### src/rtl/cam_cfg_seq_if.sv
// -----------------------------------------------------------------------------
// cam_cfg_seq_if
//
// Purpose:
//   Bundles the signals between the camera configuration sequencer and its two
//   peers: the register lookup table and the SCCB/I2C write engine.
//
// Signals:
//   lut_index [IDX_W-1:0]  sequencer -> table   : table address
//   lut_data  [23:0]       table -> sequencer   : {reg_addr[15:0], reg_val[7:0]}
//   i2c_data  [31:0]       sequencer -> engine  : {dev_addr, reg_addr, reg_val}
//   start                  sequencer -> engine  : low clears, high runs
//   tr_end                 engine -> sequencer  : transfer finished
//   ack                    engine -> sequencer  : 0 = every byte ACKed
//
// Modports:
//   master : the sequencer side
//   slave  : the table/engine side
// -----------------------------------------------------------------------------
interface cam_cfg_seq_if #(
  parameter int IDX_W = 8
);
  logic [IDX_W-1:0] lut_index;
  logic [23:0]      lut_data;
  logic [31:0]      i2c_data;
  logic             start;
  logic             tr_end;
  logic             ack;

  modport master (
    output lut_index,
    output i2c_data,
    output start,
    input  lut_data,
    input  tr_end,
    input  ack
  );

  modport slave (
    input  lut_index,
    input  i2c_data,
    input  start,
    output lut_data,
    output tr_end,
    output ack
  );
endinterface

### src/rtl/cam_cfg_seq.sv
// -----------------------------------------------------------------------------
// cam_cfg_seq
//
// Purpose:
//   Camera register-configuration sequencer. After a power-up delay it walks
//   the register lookup table and issues one 32-bit SCCB write per entry
//   through the I2C write engine, checking each transfer for NACK or timeout.
//
// Optional feature:
//   CAM_CFG_RETRY_EN - when defined, a failed entry is rerun up to MAX_RETRY
//   extra times before giving up. When undefined, the first failure is final
//   and neither MAX_RETRY nor the retry counter exists.
//
// Ports:
//   clock_i2c    in   I2C bit clock, rising edge only
//   camera_rstn  in   asynchronous active-low reset
//   cfg_restart  in   one-cycle pulse, reruns the table from DONE or ERR
//   bus          --   cam_cfg_seq_if.master (table + write engine signals)
//   cfg_busy     out  configuration in progress
//   cfg_done     out  whole table written successfully (level)
//   cfg_err      out  an entry failed for good (level)
// -----------------------------------------------------------------------------
module cam_cfg_seq #(
  parameter logic [7:0] DEV_ADDR  = 8'h78,
  parameter int         LUT_SIZE  = 250,
  parameter int         IDX_W     = 8,
  parameter int         INIT_DLY  = 400,
  parameter int         TIMEOUT   = 63
`ifdef CAM_CFG_RETRY_EN
  ,
  parameter int         MAX_RETRY = 3
`endif
) (
  input  logic          clock_i2c,
  input  logic          camera_rstn,
  input  logic          cfg_restart,
  cam_cfg_seq_if.master bus,
  output logic          cfg_busy,
  output logic          cfg_done,
  output logic          cfg_err
);

  // Counters only ever hold 0..N-1 before the state moves on.
  localparam int DLY_W = (INIT_DLY > 1) ? $clog2(INIT_DLY) : 1;
  localparam int TO_W  = (TIMEOUT  > 1) ? $clog2(TIMEOUT)  : 1;
`ifdef CAM_CFG_RETRY_EN
  localparam int RTY_W = (MAX_RETRY > 0) ? $clog2(MAX_RETRY + 1) : 1;
`endif

  typedef enum logic [2:0] {
    S_PWR,
    S_LOAD,
    S_ARM,
    S_BUSY,
    S_CHECK,
    S_DONE,
    S_ERR
  } state_t;

  state_t             r_state;
  state_t             w_next_state;
  logic [IDX_W-1:0]   r_lut_index;
  logic [31:0]        r_i2c_data;
  logic [DLY_W-1:0]   r_dly_cnt;
  logic               r_load_cnt;
  logic [TO_W-1:0]    r_to_cnt;
  logic               r_to_flag;
`ifdef CAM_CFG_RETRY_EN
  logic [RTY_W-1:0]   r_retry_cnt;
  logic               w_retry_inc;
  logic               w_retry_clr;
`endif

  logic w_start;
  logic w_busy;
  logic w_done;
  logic w_err;
  logic w_cap;
  logic w_idx_inc;
  logic w_idx_clr;
  logic w_to_fail;
  logic w_ok;
  logic w_last;
  logic w_to_hit;
  logic w_dly_hit;

  // A timeout failure is latched on the way into CHECK so that CHECK can
  // combine it with the ack it samples there.
  assign w_ok      = ~bus.ack & ~r_to_flag;
  assign w_last    = (r_lut_index == IDX_W'(LUT_SIZE - 1));
  assign w_to_hit  = (r_to_cnt == TO_W'(TIMEOUT - 1));
  assign w_dly_hit = (r_dly_cnt == DLY_W'(INIT_DLY - 1));

  // ---------------------------------------------------------------------------
  // State register
  // ---------------------------------------------------------------------------
  always_ff @(posedge clock_i2c or negedge camera_rstn) begin
    if (!camera_rstn) begin
      r_state <= S_PWR;
    end else begin
      r_state <= w_next_state;
    end
  end

  // ---------------------------------------------------------------------------
  // Next state and outputs
  // ---------------------------------------------------------------------------
  always_comb begin
    w_next_state = r_state;
    w_start      = 1'b1;
    w_busy       = 1'b1;
    w_done       = 1'b0;
    w_err        = 1'b0;
    w_cap        = 1'b0;
    w_idx_inc    = 1'b0;
    w_idx_clr    = 1'b0;
    w_to_fail    = 1'b0;
`ifdef CAM_CFG_RETRY_EN
    w_retry_inc  = 1'b0;
    w_retry_clr  = 1'b0;
`endif
    case (r_state)
      S_PWR: begin
        if (w_dly_hit) w_next_state = S_LOAD;
      end
      S_LOAD: begin
        // Second cycle captures the table word, giving a registered ROM
        // one full cycle to answer the new index.
        w_start = 1'b0;
        if (r_load_cnt) begin
          w_cap        = 1'b1;
          w_next_state = S_ARM;
        end
      end
      S_ARM: begin
        // tr_end may still be high from the previous transfer; wait for the
        // engine to drop it before looking for the new one.
        if (w_to_hit) begin
          w_to_fail    = 1'b1;
          w_next_state = S_CHECK;
        end else if (!bus.tr_end) begin
          w_next_state = S_BUSY;
        end
      end
      S_BUSY: begin
        // tr_end wins over a timeout landing in the same cycle.
        if (bus.tr_end) begin
          w_next_state = S_CHECK;
        end else if (w_to_hit) begin
          w_to_fail    = 1'b1;
          w_next_state = S_CHECK;
        end
      end
      S_CHECK: begin
        if (w_ok) begin
          if (w_last) begin
            w_next_state = S_DONE;
          end else begin
            w_idx_inc    = 1'b1;
`ifdef CAM_CFG_RETRY_EN
            w_retry_clr  = 1'b1;
`endif
            w_next_state = S_LOAD;
          end
        end else begin
`ifdef CAM_CFG_RETRY_EN
          if (r_retry_cnt < RTY_W'(MAX_RETRY)) begin
            w_retry_inc  = 1'b1;
            w_next_state = S_LOAD;
          end else begin
            w_next_state = S_ERR;
          end
`else
          w_next_state = S_ERR;
`endif
        end
      end
      S_DONE: begin
        w_busy = 1'b0;
        w_done = 1'b1;
        if (cfg_restart) begin
          w_idx_clr    = 1'b1;
`ifdef CAM_CFG_RETRY_EN
          w_retry_clr  = 1'b1;
`endif
          w_next_state = S_LOAD;
        end
      end
      S_ERR: begin
        w_busy = 1'b0;
        w_err  = 1'b1;
        if (cfg_restart) begin
          w_idx_clr    = 1'b1;
`ifdef CAM_CFG_RETRY_EN
          w_retry_clr  = 1'b1;
`endif
          w_next_state = S_LOAD;
        end
      end
      default: begin
        w_next_state = S_PWR;
      end
    endcase
  end

  // ---------------------------------------------------------------------------
  // Counters and datapath
  // ---------------------------------------------------------------------------
  always_ff @(posedge clock_i2c or negedge camera_rstn) begin
    if (!camera_rstn) begin
      r_dly_cnt   <= '0;
      r_load_cnt  <= 1'b0;
      r_to_cnt    <= '0;
      r_to_flag   <= 1'b0;
      r_lut_index <= '0;
      r_i2c_data  <= '0;
    end else begin
      if (r_state == S_PWR) r_dly_cnt <= r_dly_cnt + DLY_W'(1);
      else                  r_dly_cnt <= '0;

      if (r_state == S_LOAD) r_load_cnt <= ~r_load_cnt;
      else                   r_load_cnt <= 1'b0;

      // One timeout window spans ARM and BUSY together.
      if (r_state == S_ARM || r_state == S_BUSY) r_to_cnt <= r_to_cnt + TO_W'(1);
      else                                       r_to_cnt <= '0;

      r_to_flag <= w_to_fail;

      if (w_idx_clr)      r_lut_index <= '0;
      else if (w_idx_inc) r_lut_index <= r_lut_index + IDX_W'(1);

      if (w_cap) r_i2c_data <= {DEV_ADDR, bus.lut_data};
    end
  end

`ifdef CAM_CFG_RETRY_EN
  always_ff @(posedge clock_i2c or negedge camera_rstn) begin
    if (!camera_rstn) begin
      r_retry_cnt <= '0;
    end else if (w_retry_clr) begin
      r_retry_cnt <= '0;
    end else if (w_retry_inc) begin
      r_retry_cnt <= r_retry_cnt + RTY_W'(1);
    end
  end
`endif

  assign bus.lut_index = r_lut_index;
  assign bus.i2c_data  = r_i2c_data;
  assign bus.start     = w_start;
  assign cfg_busy      = w_busy;
  assign cfg_done      = w_done;
  assign cfg_err       = w_err;

endmodule
### src/flat_wrapper.sv
// flat-port wrapper written by rule: the top's interface ports become plain ports
module cam_cfg_seq_flat 
#(
  parameter logic [7:0] DEV_ADDR  = 8'h78,
  parameter int         LUT_SIZE  = 250,
  parameter int         IDX_W     = 8,
  parameter int         INIT_DLY  = 400,
  parameter int         TIMEOUT   = 63

)
  (clock_i2c, camera_rstn, cfg_restart, cfg_busy, cfg_done, cfg_err, bus_lut_index, bus_i2c_data, bus_start, bus_lut_data, bus_tr_end, bus_ack);
  cam_cfg_seq_if #(.IDX_W(IDX_W)) bus_i ();
  input  logic clock_i2c;
  input  logic camera_rstn;
  input  logic cfg_restart;
  output logic cfg_busy;
  output logic cfg_done;
  output logic cfg_err;
  output wire logic [$bits(bus_i.lut_index)-1:0] bus_lut_index;
  output wire logic [$bits(bus_i.i2c_data)-1:0] bus_i2c_data;
  output wire logic [$bits(bus_i.start)-1:0] bus_start;
  input wire logic [$bits(bus_i.lut_data)-1:0] bus_lut_data;
  input wire logic [$bits(bus_i.tr_end)-1:0] bus_tr_end;
  input wire logic [$bits(bus_i.ack)-1:0] bus_ack;
  assign bus_lut_index = bus_i.lut_index;
  assign bus_i2c_data = bus_i.i2c_data;
  assign bus_start = bus_i.start;
  assign bus_i.lut_data = bus_lut_data;
  assign bus_i.tr_end = bus_tr_end;
  assign bus_i.ack = bus_ack;
  cam_cfg_seq #(.DEV_ADDR(DEV_ADDR), .LUT_SIZE(LUT_SIZE), .IDX_W(IDX_W), .INIT_DLY(INIT_DLY), .TIMEOUT(TIMEOUT)) u_core (.clock_i2c(clock_i2c), .camera_rstn(camera_rstn), .cfg_restart(cfg_restart), .bus(bus_i), .cfg_busy(cfg_busy), .cfg_done(cfg_done), .cfg_err(cfg_err));
endmodule
### config.mk
export PLATFORM = sky130hd
export DESIGN_NAME = cam_cfg_seq_flat
export DESIGN_NICKNAME = d
export VERILOG_FILES = /design/src/rtl/cam_cfg_seq_if.sv /design/src/rtl/cam_cfg_seq.sv /design/src/flat_wrapper.sv
export SDC_FILE = /design/constraint.sdc
export NUM_CORES = 1
export LEC_CHECK = 0
export CELL_PAD_IN_SITES_DETAIL_PLACEMENT = 1
export CELL_PAD_IN_SITES_GLOBAL_PLACEMENT = 1
export CORE_ASPECT_RATIO = 0.7
export CORE_MARGIN = 8
export CORE_UTILIZATION = 33
export CTS_CLUSTER_SIZE = 28
export DETAILED_ROUTE_END_ITERATION = 10
export PLACE_DENSITY = 0.8
export REMOVE_ABC_BUFFERS = 1
export SYNTH_ARGS = -nofsm -noshare
export SYNTH_HDL_FRONTEND = slang
export SYNTH_SLANG_ARGS = --single-unit
export TNS_END_PERCENT = 10
### constraint.sdc
create_clock -name clock_i2c -period 1.5 [get_ports clock_i2c]
set_input_delay 0.3 -clock clock_i2c [delete_from_list [all_inputs] [get_ports clock_i2c]]
set_output_delay 0.3 -clock clock_i2c [all_outputs]
set_load 0.01 [all_outputs]
==> results of run 1 <==
-- layer usage --
metal  wire [µm]  track usage  share of wire  up-vias
li1            -            -              -      998
met1        3140        0.164           0.44     1039
met2        3720        0.254           0.52       41
met3         317       0.0334          0.044        5
met4          27       0.0237         0.0038        0
met5           0            0              0        -
-- worst min-delay path by stage --
stage                                                      to                                start  cells after the start  slack [ns]
after floorplan            u_core.bus.i2c_data[0]$_DFFE_PN0P_                          camera_rstn                      0       0.004
after global placement     u_core.bus.i2c_data[8]$_DFFE_PN0P_                          camera_rstn                      2        0.32
final                     u_core.bus.i2c_data[17]$_DFFE_PN0P_  u_core.bus.i2c_data[17]$_DFFE_PN0P_                      1        0.49
after global routing      u_core.bus.i2c_data[17]$_DFFE_PN0P_  u_core.bus.i2c_data[17]$_DFFE_PN0P_                      1        0.51
after detailed placement         u_core.r_to_cnt[3]$_DFF_PN0_                          camera_rstn                      2        0.32
after CTS                  u_core.bus.i2c_data[6]$_DFFE_PN0P_   u_core.bus.i2c_data[6]$_DFFE_PN0P_                      1        0.50
-- per-stage QoR --
step / TNS, ns / std cells / util / worst slack [ns] / hold WS [ns]
after floorplan: -13.13 / 209 / - / -0.532 / 0.00441
after global routing: -5.04 / 437 / 0.522 / -0.222 / 0.508
after CTS: -1.82 / 436 / 0.510 / -0.176 / 0.495
final: -1.89 / 437 / 0.522 / -0.182 / 0.488
after detailed placement: -6.29 / 423 / 0.489 / -0.352 / 0.324
after global placement: -4.67 / 423 / 0.489 / -0.298 / 0.319
-- what timing repair did --
item                                    in CTS  in global routing
hold buffers                                 1                  0
buffers inserted                             4                  1
pin swaps                                   11                  5
resized for setup                           74                 20
endpoints found under the setup margin      73                 41
hold endpoints to repair                    53                  0
-- registers in the layout (all words and copies together), names as in the netlist --
signal and flops:
u_core.bus.lut_index 8, u_core.r_dly_cnt 9, u_core.r_state 3, u_core.bus.i2c_data 25, u_core.r_to_flag 1, u_core.r_load_cnt 1
u_core.r_to_cnt 6
-- power groups by stage --
stage,logic (µW),clock network [µW],registers (µW)
floorplan,871,0,2420
global placement,2770,0,2140
detailed placement,2870,0,2190
CTS,2740,880,2150
global route,3140,929,2210
finish,2880,843,2150
-- cell type report --
type	instances	area [µm²]	share of cell area
clock inverter	3	25.0	0.00652
clock buffer	5	68.8	0.0179
tap	98	123	0.0320
timing repair buffer	122	1090	0.284
multi-input combinational	149	1170	0.306
inverter	7	28.8	0.00750
sequential	53	1330	0.346
-- critical path, delay by kind of cell (launching register included) --
family          cells  cell delay (ns)
buf+inv             1             0.15
compound gates      3             0.61
flops               1             0.44
simple gates        1             0.38
-- kinds of logic after synthesis --
group / synth area share
AOI/OAI and AO/OA: 0.0706
xor gates and xnor gates: 0.0417
muxes: 0.125
and+or+nand+nor: 0.153
DFF: 0.527
buffers and inverters: 0.0572
other: 0.00149
adders and majority gates: 0.0249
-- synth_stat cells, drive strengths merged (2+ instances only) --
master and number:
dfrtp 53, mux2 27, nor2 24, buf 15
nand2 12, a21oi 10, o21ai 9, inv 7
nand3 7, or3 7, xor2 7, ha 5
xnor2 5, nand2b 4, nand4 4, and3 3
and2 2, nor4 2, o2111ai 2, or4 2
==> out/qor.csv, run 1 <==
stage,metric,value,unit
worst_setup_path,r2r_cells,5,
global_route,grt_max_degree,54,
cells_and_area,final_cell_area,3840,µm²
synth,synth_top_area_frac,0.527,
power_and_ir_drop,p_leak,0.00176,µW
cells_and_area,final_common_cell,dfrtp_1,
placed_design,place_hpwl,5420,µm
worst_setup_path,crit_start,u_core.r_state[0]$_DFFE_PN0P_,
timing,slew_viol_final,0,
cts,cts_tree,yes,
power_and_ir_drop,p_per_area,1530,nW/µm²
cts,cts.sinks,53,
synth,ys_warn_count,0,
cts,clk_path_buf_depth,2,
floorplan,dieHeight,89.1,µm
run_status,violations,setup timing,
flow_run,cap_viol_max_count,0,
worst_setup_path,worst_setup_path_endpoint,u_core.r_state[0]$_DFFE_PN0P_,
cells_and_area,n_antenna_cell,0,
global_route,antenna_found_initial,0,
drt,drc_errors,0,
worst_setup_path,reg2reg_setup_slack,-0.18,ns
worst_setup_path,max_stage_delay,0.44,ns
worst_setup_path,r2r_end,u_core.r_state[0]$_DFFE_PN0P_,
power_and_ir_drop,total_power,5870,µW
timing,finalWorstSetupSlack,-0.182,ns
synth,ys_seq_elements,53,
placed_design,io_buffer_count,68,
cts,worstSkewPairLatency,0.31,ns
power_and_ir_drop,p_int,3810,µW
cts,cts_buffers,5,
synth,synth-main-ff-cell,dfrtp_1,
synth,synth_top_cell_by_area,dfrtp_1,
floorplan,core_area,7350,µm²
cts,htreeDepth,2,
worst_setup_path,path_cells,buf_6 > or3_4 > o21bai_4 > o2111a_1 > a211o_1,
global_route,gr-total-overflow,0,
drt,post_drt_wl_per_cell,16.5,µm
timing,post-route-period-util,1.12,
floorplan,die_w,120,µm
global_route,track_usage,0.138,
timing,setup_viol,36,
drt,dr.pass1.iters,4,
drt,vias_per_cell,4.77,
synth,syn_area_per_cell,11.4,µm²
worst_setup_path,critPathMaxFanout,4,
drt,antenna_left,0,
floorplan,ios,73,
synth,yosysSeqAreaShare,0.527,
power_and_ir_drop,clockPowerShare,0.144,
power_and_ir_drop,switching_power,2070,µW
cts,clk_pin_slew,0.10,ns
synth,synth_edf_count,0,
drt,drt_iter0_markers,58,
timing,max_freq,594,MHz
floorplan,start_util,0.342,
worst_setup_path,startpoint_type,flop,
floorplan,rows,26,
cells_and_area,fin_nets,372,
cells_and_area,drive_gt1_frac,0.304,
placed_design,place_congestion,0.802,
power_and_ir_drop,seqPwrFrac,0.366,
hold_path,hold_path.class,flop to flop,
timing,fin_crit,1.68,ns
synth,async_reset_ff_frac,1.00,
power_and_ir_drop,swShare,0.352,
worst_setup_path,crit_type,flop to flop,
drt,wl,7200,µm
cells_and_area,area_growth,52.4,%
power_and_ir_drop,pwr-share-comb,0.491,
floorplan,die-area,10700,µm²
synth,yosys-top-cells-area,"dfrtp_1 53%, mux2_1 8.9%, nor2_1 3.6%",
run_status,status,finished with violations,
worst_setup_path,arrival,1.89,ns
worst_setup_path,required,1.71,ns
placed_design,postPlaceCellArea,3590,µm²
global_route,grt_pass1_wl,12000,µm
timing,finClkSkew,0.00851,ns
cells_and_area,fillers,806,
cts,cts-root-buf,clkbuf_8,
cells_and_area,layout_common_cells,"52 x dfrtp_1, 43 x buf_4, 34 x dlygate4sd2_1",
global_route,grt_pass1_vias,2313,
worst_setup_path,r2r_start,u_core.r_state[0]$_DFFE_PN0P_,
drt,vias,2083,
timing,finalHoldViolCount,0,
timing,grt_setup_unrepaired,yes,
worst_setup_path,slowest_stage,dfrtp_1,
worst_setup_path,end_kind,flop,
synth,yosysUniqueCellTypes,42,
synth,postSynthCellCount,221,
synth,synth.cell_area,2520,µm²
power_and_ir_drop,ir_drop,0.000602,V
No activity file was read; power rests on OpenSTA's default activity.
==> run 2: changes to the inputs <==
--- a/config.mk
+++ b/config.mk
@@ -12,6 +12,7 @@
 export CORE_UTILIZATION = 33
 export CTS_CLUSTER_SIZE = 28
 export DETAILED_ROUTE_END_ITERATION = 10
+export HOLD_SLACK_MARGIN = 0.12
 export PLACE_DENSITY = 0.8
 export REMOVE_ABC_BUFFERS = 1
 export SYNTH_ARGS = -nofsm -noshare
==> results of run 2 <==
Same layout as run 1: the final DEF is identical, and so are final timing and power.
==> run 3: changes to the inputs <==
--- a/config.mk
+++ b/config.mk
@@ -12,7 +12,7 @@
 export CORE_UTILIZATION = 33
 export CTS_CLUSTER_SIZE = 28
 export DETAILED_ROUTE_END_ITERATION = 10
-export HOLD_SLACK_MARGIN = 0.12
+export HOLD_SLACK_MARGIN = 0.1
 export PLACE_DENSITY = 0.8
 export REMOVE_ABC_BUFFERS = 1
 export SYNTH_ARGS = -nofsm -noshare
==> results of run 3 <==
Same layout as run 1: the final DEF is identical, and so are final timing and power.
